`config.mk`:
```
export PLATFORM = sky130hd
export DESIGN_NAME = mem_port_arbiter
export DESIGN_NICKNAME = d
export VERILOG_FILES = /design/src/rtl/mem_port_arbiter.sv
export SDC_FILE = /design/constraint.sdc
export NUM_CORES = 1
export LEC_CHECK = 0
export CAP_MARGIN = 20
export CORE_MARGIN = 1
export CORE_UTILIZATION = 43
export DETAILED_ROUTE_END_ITERATION = 8
export PLACE_DENSITY = 0.86
export SYNTH_ARGS = -nofsm -noshare
export SYNTH_HDL_FRONTEND = slang
export SYNTH_SLANG_ARGS = --single-unit
```
`constraint.sdc`:
```
create_clock -name clk -period 4.6 [get_ports clk]
set_input_delay 0.69 -clock clk [delete_from_list [all_inputs] [get_ports clk]]
set_output_delay 0.69 -clock clk [all_outputs]
set_load 0.03 [all_outputs]
```
`src/rtl/mem_port_arbiter.sv`:
```
// Arbitrates the single memory port between instruction fetch and load/store,
// one transaction at a time. Define MEM_TIMEOUT_EN to abort stalled accesses.
module mem_port_arbiter #(
  parameter int ADDR_W         = 32,
  parameter int DATA_W         = 32,
  parameter int TIMEOUT_CYCLES = 255
) (
  input  logic              clk,
  input  logic              rst_n,
  input  logic              if_req,
  input  logic [ADDR_W-1:0] if_addr,
  output logic              if_gnt,
  output logic              if_rvalid,
  output logic [DATA_W-1:0] if_rdata,
  input  logic              d_req,
  input  logic              d_we,
  input  logic [2:0]        d_func,
  input  logic [ADDR_W-1:0] d_addr,
  input  logic [DATA_W-1:0] d_wdata,
  output logic              d_gnt,
  output logic              d_rvalid,
  output logic [DATA_W-1:0] d_rdata,
  output logic              mem_req,
  output logic              mem_we,
  output logic [2:0]        mem_func,
  output logic [ADDR_W-1:0] mem_addr,
  output logic [DATA_W-1:0] mem_wdata,
  input  logic              mem_ready,
  input  logic [DATA_W-1:0] mem_rdata,
  output logic              busy,
  output logic              err
);

  typedef enum logic [1:0] {IDLE, FETCH, DATA, RESP} state_t;

  state_t     state, state_n;
  logic       owner_d;
  logic [1:0] fair_cnt;
  logic       fetch_owed;
  logic       active;
  logic       timeout;

  assign fetch_owed = (fair_cnt == 2'd2);
  assign active     = (state == FETCH) || (state == DATA);
  assign mem_req    = active;
  assign busy       = (state != IDLE);
  assign if_rvalid  = (state == RESP) && !owner_d;
  assign d_rvalid   = (state == RESP) && owner_d;

`ifdef MEM_TIMEOUT_EN
  localparam int TW = $clog2(TIMEOUT_CYCLES + 1);
  logic [TW-1:0] to_cnt;
  logic          err_q;

  assign timeout = active && !mem_ready && (to_cnt == TW'(TIMEOUT_CYCLES - 1));
  assign err     = (state == RESP) && err_q;

  always_ff @(posedge clk or negedge rst_n) begin
    if (!rst_n) begin
      to_cnt <= '0;
      err_q  <= 1'b0;
    end else begin
      if (state == IDLE) to_cnt <= '0;
      else if (active)   to_cnt <= to_cnt + 1'b1;
      if (active) err_q <= timeout;
    end
  end
`else
  assign timeout = 1'b0;
  assign err     = 1'b0;
`endif

  always_ff @(posedge clk or negedge rst_n) begin
    if (!rst_n) state <= IDLE;
    else        state <= state_n;
  end

  // Grants are gated by rst_n so every output reads 0 while reset is held.
  always_comb begin
    state_n = state;
    if_gnt  = 1'b0;
    d_gnt   = 1'b0;
    case (state)
      IDLE: begin
        if (rst_n) begin
          if (d_req && !(fetch_owed && if_req)) begin
            d_gnt   = 1'b1;
            state_n = DATA;
          end else if (if_req) begin
            if_gnt  = 1'b1;
            state_n = FETCH;
          end
        end
      end
      FETCH, DATA: if (mem_ready || timeout) state_n = RESP;
      RESP:        state_n = IDLE;
      default:     state_n = IDLE;
    endcase
  end

  always_ff @(posedge clk or negedge rst_n) begin
    if (!rst_n) begin
      owner_d   <= 1'b0;
      mem_we    <= 1'b0;
      mem_func  <= 3'b000;
      mem_addr  <= '0;
      mem_wdata <= '0;
      if_rdata  <= '0;
      d_rdata   <= '0;
      fair_cnt  <= 2'd0;
    end else begin
      if (d_gnt) begin
        owner_d   <= 1'b1;
        mem_we    <= d_we;
        mem_func  <= d_func;
        mem_addr  <= d_addr;
        mem_wdata <= d_wdata;
        // Only back-to-back D wins against a waiting fetch build up debt.
        fair_cnt  <= if_req ? fair_cnt + 2'd1 : 2'd0;
      end else if (if_gnt) begin
        owner_d   <= 1'b0;
        mem_we    <= 1'b0;
        mem_func  <= 3'b010;
        mem_addr  <= if_addr;
        mem_wdata <= '0;
        fair_cnt  <= 2'd0;
      end
      if (active && (mem_ready || timeout)) begin
        if (owner_d) d_rdata  <= timeout ? '0 : mem_rdata;
        else         if_rdata <= timeout ? '0 : mem_rdata;
      end
    end
  end

endmodule

```
==> impl_metrics.yaml <==
place:
  place_hpwl_mm: 11.3
  place_inst: 813
  place_congestion: 0.774
  io_buffers: 274
final_layout:
  syn_to_final_growth_pct: 62.8
  fin_util_pct: 73.2
  fillers: 868
  num_antenna_cells: 0
  multiInputGateArea_mm2: 0.00184
  final-instance-count-excl-fill: 845
  drive_gt1_share_pct: 15.4
  nets: 804
  regArea_mm2: 0.00343
critical_path:
  crit_arrival_ps: 2410
  cp.required_ps: 3910
  critPathMaxStageDelay_ps: 720
  slowest_stage: "clkdlybuf4s50_1"
  cp_cell_sequence: "clkdlybuf4s50_1 > a21boi_2 > and3_1 > clkdlybuf4s50_1"
  cp_max_fo: 7
  cpMostUsedCell: "clkdlybuf4s50_1"
  critPathLaunchType: "input port"
  critical_path_buf_inv_count: 2
  cp-end-kind: "output pin"
  path_class: "in2out"
  crit_family: "buffers and inverters"
sta:
  hold_viol: 0
  period_minus_slack_ps: 3100
  worst_pin_slew_ps: 1040
  finalSetupTns_ps: 0
  setup_violations: 0
  slew_violations: 0
  fmax_mhz: 322
  finClkSkew_ps: 8.39
  min_period_over_period_pct: 67.4
  hold_ws_ps: 245
  rsz0062_at_grt: "no"
  slew_headroom_pct: 30.6
logic_synthesis:
  synth_fa_ha_area_share_pct: 0.684
  yosysUniqueCellTypes: 27
  ys_ff_latch: 137
  synth_top_family_by_area: "multiplexers"
  yosys.area_share.simple_pct: 3.33
  synthMuxAreaShare_pct: 19.5
  syn_area_mm2: 0.00549
  ys_seq_area_share_pct: 62.5
  synth_fp_nets: 534
  synth_compound_area_share_pct: 9.89
  synth_area_per_cell_um2: 13.9
  synthCells: 394
  synth_top_area_share_pct: 62.5
  synth_top_cells_by_area: "dfrtp_1 (62%), mux2_2 (13%), mux2i_1 (6.2%)"
  yosysWarningCount: 0
  synth_top_area_cell: "dfrtp_1"
  synth-xor-area-share_pct: 0
pwr:
  p_sw_share_pct: 38.6
  finalPower_mw: 7.09
  pwr-share-clk_pct: 21.1
  seq_power_share_pct: 29.4
  p_int_mw: 4.36
  peakVddDrop_v: 0.000537
  p_leak_nw: 3.96
  combPwrFrac_pct: 49.5
  p_sw_mw: 2.74
  powerDensity_mw_per_mm2: 794
floorplanning:
  die_y_um: 115
  fp-row-count: 40
  die_w_um: 115
  start_util_pct: 44.9
  pin_count: 276
  core_mm2: 0.0122
  die_area_mm2: 0.0132
global_route:
  grt_pass1_wl_mm: 24.2
  grt_pass1_vias: 4624
  antenna_found_initial: 0
  grt-ovfl-total: 0
  grt_max_degree: 103
  grt_usage_pct: 24.6
detailed_routing:
  post-route-drc-count: 0
  routed_wl_mm: 15.8
  drt_first_iter_violations: 210
  ant_nets: 0
  viasPerCell: 5.00
  num_vias: 4229
  dr.pass1.iters: 4
  routedWlPerCell_um: 18.7
clocking:
  ctsResizeCount: 0
  cts_hold_repair.buffers: 0
  cts_setup_buffers: 0
  clk_pin_slew_ps: 60
  numCtsBuffers: 17
  insertion_delay_ps: 410
  clock_tree.root_cell: "clkbuf_16"
  cts_sinks: 137
  clk_path_buf_depth: 2
  cts_tree: "done"
  htree_num_levels: 4
status:
  status: "complete, no violations"
flow_run:
  cap_violations: 0
min_path:
  hold_class: "in2async"
-- stage by stage --
stage | area [µm²] | setup WS, ps
after detailed placement | 8280 | 1480
after global placement | 8280 | 1500
after floorplan | 5490 | 2600
after global routing | 8940 | 1390
final | 8940 | 1500
after CTS | 8940 | 1460
-- logic make-up (layout without fill, tap and decap cells) --
family / Yosys count / after routing
simple gates: 43 / 43
buf+inv: 34 / 317
compound gates: 77 / 77
other cells: 1 / 1
mux: 99 / 99
fa+ha+maj: 3 / 3
flops: 137 / 137
-- final timing paths --
| kind | startpoint | end | slack, ps | depth (start not counted) |
|---|---|---|---|---|
| setup / recovery | if_req | d_gnt | 1500 | 4 |
| hold / removal | rst_n | mem_wdata[14] | 240 | 1 |
| setup reg to reg | state[0] | if_rdata[4] | 2370 | 5 |
| hold reg to reg | mem_addr[19] | mem_addr[19] | 480 | 2 |
| max in group asynchronous | rst_n | if_rdata[18] | 2950 | 2 |
| min in group clk | mem_addr[19] | mem_addr[19] | 480 | 2 |
-- cells in the mapped netlist, drive strengths merged --
cell,instances
a22o,35
a21bo,1
a21boi,1
a31o,1
a21o,1
clkbuf,2
nand3b,1
nor2b,3
mux2,65
o211ai,1
nand2,32
conb,1
and2,2
nor2,2
buf,26
ha,3
o21ai,33
a32o,1
and3,1
nand3,2
mux2i,34
dfrtp,137
a21oi,3
inv,6
-- power groups by stage --
stage	Sequential [mW]	Clock (mW)	Combinational (mW)
final	2.09	1.49	3.51
after global routing	2.15	1.57	3.70
after CTS	2.09	1.52	3.55
after detailed placement	2.10	0	3.52
after global placement	2.05	0	3.45
after floorplan	3.14	0	0.948
-- state kept, by name, summed over array words and instances, names as in the netlist --
| register | count |
|---|---|
| mem_func | 3 |
| owner_d | 1 |
| mem_wdata | 32 |
| d_rdata | 32 |
| mem_addr | 32 |
| if_rdata | 32 |
| mem_we | 1 |
| state | 2 |
| fair_cnt | 2 |
-- worst register-to-register path, delay by kind of cell, from the launching register on --
kind                     cells  cell delay, ps
buffers and inverters        2             470
multiplexers                 1             390
AND/OR/NAND/NOR              1             530
flip-flops                   1             370
adder cells (fa/ha/maj)      1             360
-- cell usage in the layout, fill, tap and decap left out, types with 6 or more instances in the layout --
| cell | n |
|---|---|
| clkdlybuf4s50_1 | 273 |
| dfrtp_1 | 137 |
| mux2_2 | 65 |
| a22o_1 | 35 |
| mux2i_1 | 34 |
| o21ai_0 | 33 |
| nand2_1 | 32 |
| clkbuf_16 | 17 |
| inv_1 | 6 |
-- cell type report --
cell class              count  share of cell area (%)
clock inverters            11                    2.17
repair buffers            279                    31.1
flip-flops and latches    137                    38.4
well taps                 168                    2.35
inverters                   6                   0.252
clock buffers              21                    5.15
multi-input cells         223                    20.6
-- metal layers --
metal | GRT usage (%) | vias to the layer above | part of all wire [%]
met2 | 43.0 | 173 | 52
li1 | - | 1935 | -
met1 | 25.7 | 2076 | 36
met3 | 8.86 | 45 | 7.8
met4 | 13.7 | 0 | 4.0
met5 | 0 | - | 0
Power figures use the tool's default switching activity.
==> edit 1 (same flow settings) <==
Change the parameter `ADDR_W` from 32 to 36.
--- a/src/rtl/mem_port_arbiter.sv
+++ b/src/rtl/mem_port_arbiter.sv
@@ -2,5 +2,5 @@
 // one transaction at a time. Define MEM_TIMEOUT_EN to abort stalled accesses.
 module mem_port_arbiter #(
-  parameter int ADDR_W         = 32,
+  parameter int ADDR_W         = 36,
   parameter int DATA_W         = 32,
   parameter int TIMEOUT_CYCLES = 255
Ports: changed (resized d_addr, if_addr and mem_addr); port bits go from 276 to 288. The function was not compared with the original's and may differ.
==> edit 1 against the original RTL <==
Synthesized area rose by 3.2%. Worst setup slack gained 0.13 ns. Power is 3.7% higher. Largest cell class unchanged. Sequential cell count grew 4. Design area grew 3.4%. Final cell count grew 4.6%. Critical endpoint is now if_gnt. Count of clock-buffer cells in the layout increased by 2. Sequential share of layout area down 0.18 points. Routed wire length grew 2.3%.
==> edit 1: results (changes against the original RTL) <==
- The detailed router's first-iteration violation count is 230 (+9.5%).
- The timing-limited maximum frequency came to 0.336 GHz (+4.2%).
- The net count after synthesis is 562 (+5.2%).
- The number of antenna violations at the first check in global routing is 1 (+1).
- The first-pass GRT wire length was 24.3 mm (+0.49%).
- The share of synthesized area occupied by flip-flops and latches is 0.623 (-0.00151).
- The layout cell share with drive strength beyond 1 is 0.149 (-0.00453).
- The worst-case vdd ir drop is 0.343 mV (-36%).
- The layout net count was 846 (+5.2%).
- The stage delay of the slowest cell on the critical path was 0.70 ns (-0.02 ns).
- The worst-margin pin slew is 0.993 ns (-0.0486 ns).
- The routed via count divided by cell count is 4.97 (-0.66%).
- The run finished with clean final reports.
- The average instance area after synthesis was 13.7 sq um (-1.8%).
- The worst clock skew on the final layout is 0.00528 ns (-0.00311 ns).
- The worst path arrival time came to 2.29 ns (-0.12 ns).
- The commonest cells after synthesis are dfrtp_1, mux2_2, nand2_1.
- The routing usage on met2 was 0.445 (+0.0153).
- The routability-driven placement congestion ratio is 0.705 (-8.9%).
- The count of instances resized after the clock tree is built was 0 (unchanged).
- The detailed placer's ending HPWL is 11.7 mm (+4.1%).
- The largest fanout of any net on the critical path is 5 (-2).
- The number of buffer cells added on primary ports was 286 (+4.4%).
- For this run, the leading register cell type out of synthesis is dfrtp_1.
- The final standard cell count with taps included and fillers excluded is 884 (+4.6%).
- The global-route total usage across every layer is 0.243 (-0.00241).
- The end of the worst register-to-register path is mem_addr[26].
- The leakage power total is 4.07 nW (+2.9%).
- The met3 layer usage reported by global route is 0.101 (+0.0121).
- The slack of the worst reg-to-reg path is 2.60 ns (+0.23 ns).
- The via count of the first global-routing pass is 4676 (+1.1%).
- The maximum number of pins on one net before global-route repair came to 93 (-9.7%).
- The count of filler cells inserted in the layout is 880 (+1.4%).
- The per-cell routed wire length is 18.3 um (-2.2%).
- After synthesis, the cell types taking the most area are dfrtp_1, mux2_2, mux2i_1.
- The maximum level of the CTS H-tree is 4 (unchanged).
- The count of different cell masters after synthesis was 24 (-11%).
- The area fraction of the dominant cell type after synthesis came to 0.623 (-0.00151).
- The total net switching power is 0.00290 W (+6.1%).
edit 1: cell types whose count changed in the layout (fill, tap and decap cells not counted), sizes merged, moves of 3 or more:
| cell | before | now |
|---|---|---|
| clkdlybuf4s50 | 273 | 285 |
| nand2 | 32 | 41 |
| o21ai | 33 | 38 |
| dfrtp | 137 | 141 |
| a2bb2oi | 0 | 3 |
| buf | 6 | 9 |
| clkinv | 5 | 2 |
edit 1: power by group through the flow:
stage | Combinational (W) | Clock (W) | Sequential (W)
after floorplan | 0.000988 | 0 | 0.00331
after global placement | 0.00367 | 0 | 0.00214
after CTS | 0.00378 | 0.00145 | 0.00219
after global routing | 0.00394 | 0.00151 | 0.00226
after detailed placement | 0.00376 | 0 | 0.00219
final | 0.00374 | 0.00143 | 0.00219
edit 1: final cells by class:
class / instances / share of cell area
flip-flops and latches: 141 / 0.382
repair buffers: 294 / 0.316
multi-input cells: 238 / 0.208
clock buffers: 23 / 0.0539
well taps: 172 / 0.0233
clock inverters: 9 / 0.0142
inverters: 6 / 0.00244
diodes: 1 / 0.000271
edit 1: logic make-up after synthesis:
family          count (synthesis)  synth area share
buf+inv                        35            0.0382
fa+ha+maj                       3           0.00663
simple gates                   51            0.0389
other cells                     1          0.000662
compound gates                 83             0.102
flops                         141             0.623
mux                           100             0.191
edit 1: worst reg2reg max path, cell delays in order (launching register included):
cell and delay, ns:
dfrtp_1 0.39, inv_1 0.06, ha_1 0.29, o211ai_1 0.15
buf_4 0.67, o21ai_0 0.28
edit 1: routing by layer:
| metal | vias to the layer above | routed length (um) |
|---|---|---|
| met3 | 28 | 1560 |
| li1 | 2037 | - |
| met5 | - | 0 |
| met4 | 0 | 448 |
| met1 | 2125 | 5510 |
| met2 | 205 | 8620 |
edit 1: worst max path at each step:
stage / from / endpoint
3_5_place_dp: if_req / if_gnt
4_1_cts: if_req / if_gnt
6_report: if_req / if_gnt
3_3_place_gp: if_req / if_gnt
2_1_floorplan: d_req / if_gnt
5_1_grt: state[0] / d_gnt
edit 1: per-stage QoR:
stage          power, W  instance area [sq um]   util  hold WS (ns)
6_report        0.00736                   9240  0.726        0.0687
5_1_grt         0.00771                   9240  0.726        0.0513
4_1_cts         0.00743                   9240  0.726        0.0540
3_5_place_dp    0.00595                   8610  0.677         0.470
3_3_place_gp    0.00581                   8610  0.677         0.459
2_1_floorplan   0.00429                   5660      -         0.394
==> edit 2 (same flow settings) <==
Without the edit above. Encoding of `state_t`: now one-hot (4 bits for 4 states).
--- a/src/rtl/mem_port_arbiter.sv
+++ b/src/rtl/mem_port_arbiter.sv
@@ -32,5 +32,5 @@
 );
 
-  typedef enum logic [1:0] {IDLE, FETCH, DATA, RESP} state_t;
+  typedef enum logic [3:0] {IDLE = 4'b0001, FETCH = 4'b0010, DATA = 4'b0100, RESP = 4'b1000} state_t;
 
   state_t     state, state_n;
Formal check against the unedited RTL: same outputs for any inputs over 4 cycles, from zero or initial values and one cycle with rst_n low; so few cycles prove little.
==> edit 2 against the original RTL <==
Design area grew 3.5%. Critical path type is now flip-flop to primary output. Power shrank 1.3%. Synthesized area grew 4.2%. Routed wire length shrank 0.91%. Critical path depth is the same. Sequential power grew 2%. Sequential cell count grew 2. Worst setup slack lost 0.28 ns.
==> edit 2: results (changes against the original RTL) <==
- The maximum number of pins on one net before global-route repair is 74 (-28%).
- The count of different cell masters after synthesis is 35 (+30%).
- The first-pass GRT wire length is 25.0 mm (+3.5%).
- The routability-driven placement congestion ratio came to 0.832 (+7.5%).
- The end of the worst register-to-register path is mem_addr[30].
- The layout cell share with drive strength beyond 1 is 0.231 (+0.0779).
- The internal portion of total power was 0.00438 W (+0.52%).
- The share of power burned in registers is 0.306 (+0.012).
- The leakage power total is 4.12 nW (+4.2%).
- The global-route track usage on met1 was 0.286 (+0.0287).
- The number of sinks handled by clock tree synthesis was 139 (+1.5%).
- The area of combinational cells with multiple inputs is 2070 sq um (+13%).
- The worst reg2reg path startpoint is state[0].
- The XOR/XNOR share of the synthesized area is 0.00153 (+0.00153).
- The share of synthesized area occupied by flip-flops and latches was 0.608 (-0.0163).
- The mux contribution to synthesized area came to 0.272 (+0.0763).
- The adder and majority cell fraction of the synthesized area came to 0.00219 (-0.00465).
- Sorting the synthesized cells by how often they occur yields dfrtp_1, mux2_2, a22o_1.
- The detailed placer's ending HPWL is 11.3 mm (+0.75%).
- The worst clock skew on the final layout is 0.00719 ns (-0.00121 ns).
- The fraction of area in clock buffers and inverters was 0.0706 (-0.00258).
- The multi-input combinational cell count is 190 (-15%).
- The total wire length after detailed routing came to 15.6 mm (-0.91%).
- The normalized max-slew margin was 0.395 (+0.0891).
- The flow ran to the end, and the final reports show no timing, DRC or antenna violations.
- The detailed router's first-iteration violation count came to 219 (+4.3%).
- The met2 wirelength from detailed routing is 7.72 mm (-5.6%).
- The sum of routed wire segments on met1 is 6.20 mm (+8.1%).
- In the post-synthesis netlist, the biggest area contributors are dfrtp_1, mux2_2, mux2_4.
- The routing usage on met2 is 0.386 (-0.0436).
- The global-route total usage across every layer came to 0.238 (-0.00815).
- The path class of the tightest hold or removal check is flip-flop to flip-flop.
edit 2: changes by cell type after synthesis, sizes merged, moves of 2 or more:
cell    change
buf        -16
o21ai      -32
nand2      -31
clkbuf     +12
and2        -2
ha          -2
and4b       +2
mux2i      -34
mux2       +63
a21oi       -3
edit 2: per-stage QoR:
| stage | worst slack, ns | instances | hold slack (ns) | area, sq um | power, W |
|---|---|---|---|---|---|
| after floorplan | 2.32 | 359 | 0.394 | 5720 | 0.00397 |
| after global placement | 1.65 | 789 | 0.473 | 8590 | 0.00541 |
| after detailed placement | 1.59 | 789 | 0.479 | 8590 | 0.00551 |
| after CTS | 1.21 | 820 | 0.494 | 9250 | 0.00706 |
| after global routing | 1.15 | 820 | 0.516 | 9250 | 0.00728 |
| final | 1.22 | 820 | 0.486 | 9250 | 0.00700 |
edit 2: critical path, stage by stage, from the launching register on:
cell and delay (ns):
dfstp_2 0.57, nor4b_2 0.54, nand3_1 0.29, nor2_1 0.17, clkdlybuf4s50_1 0.71
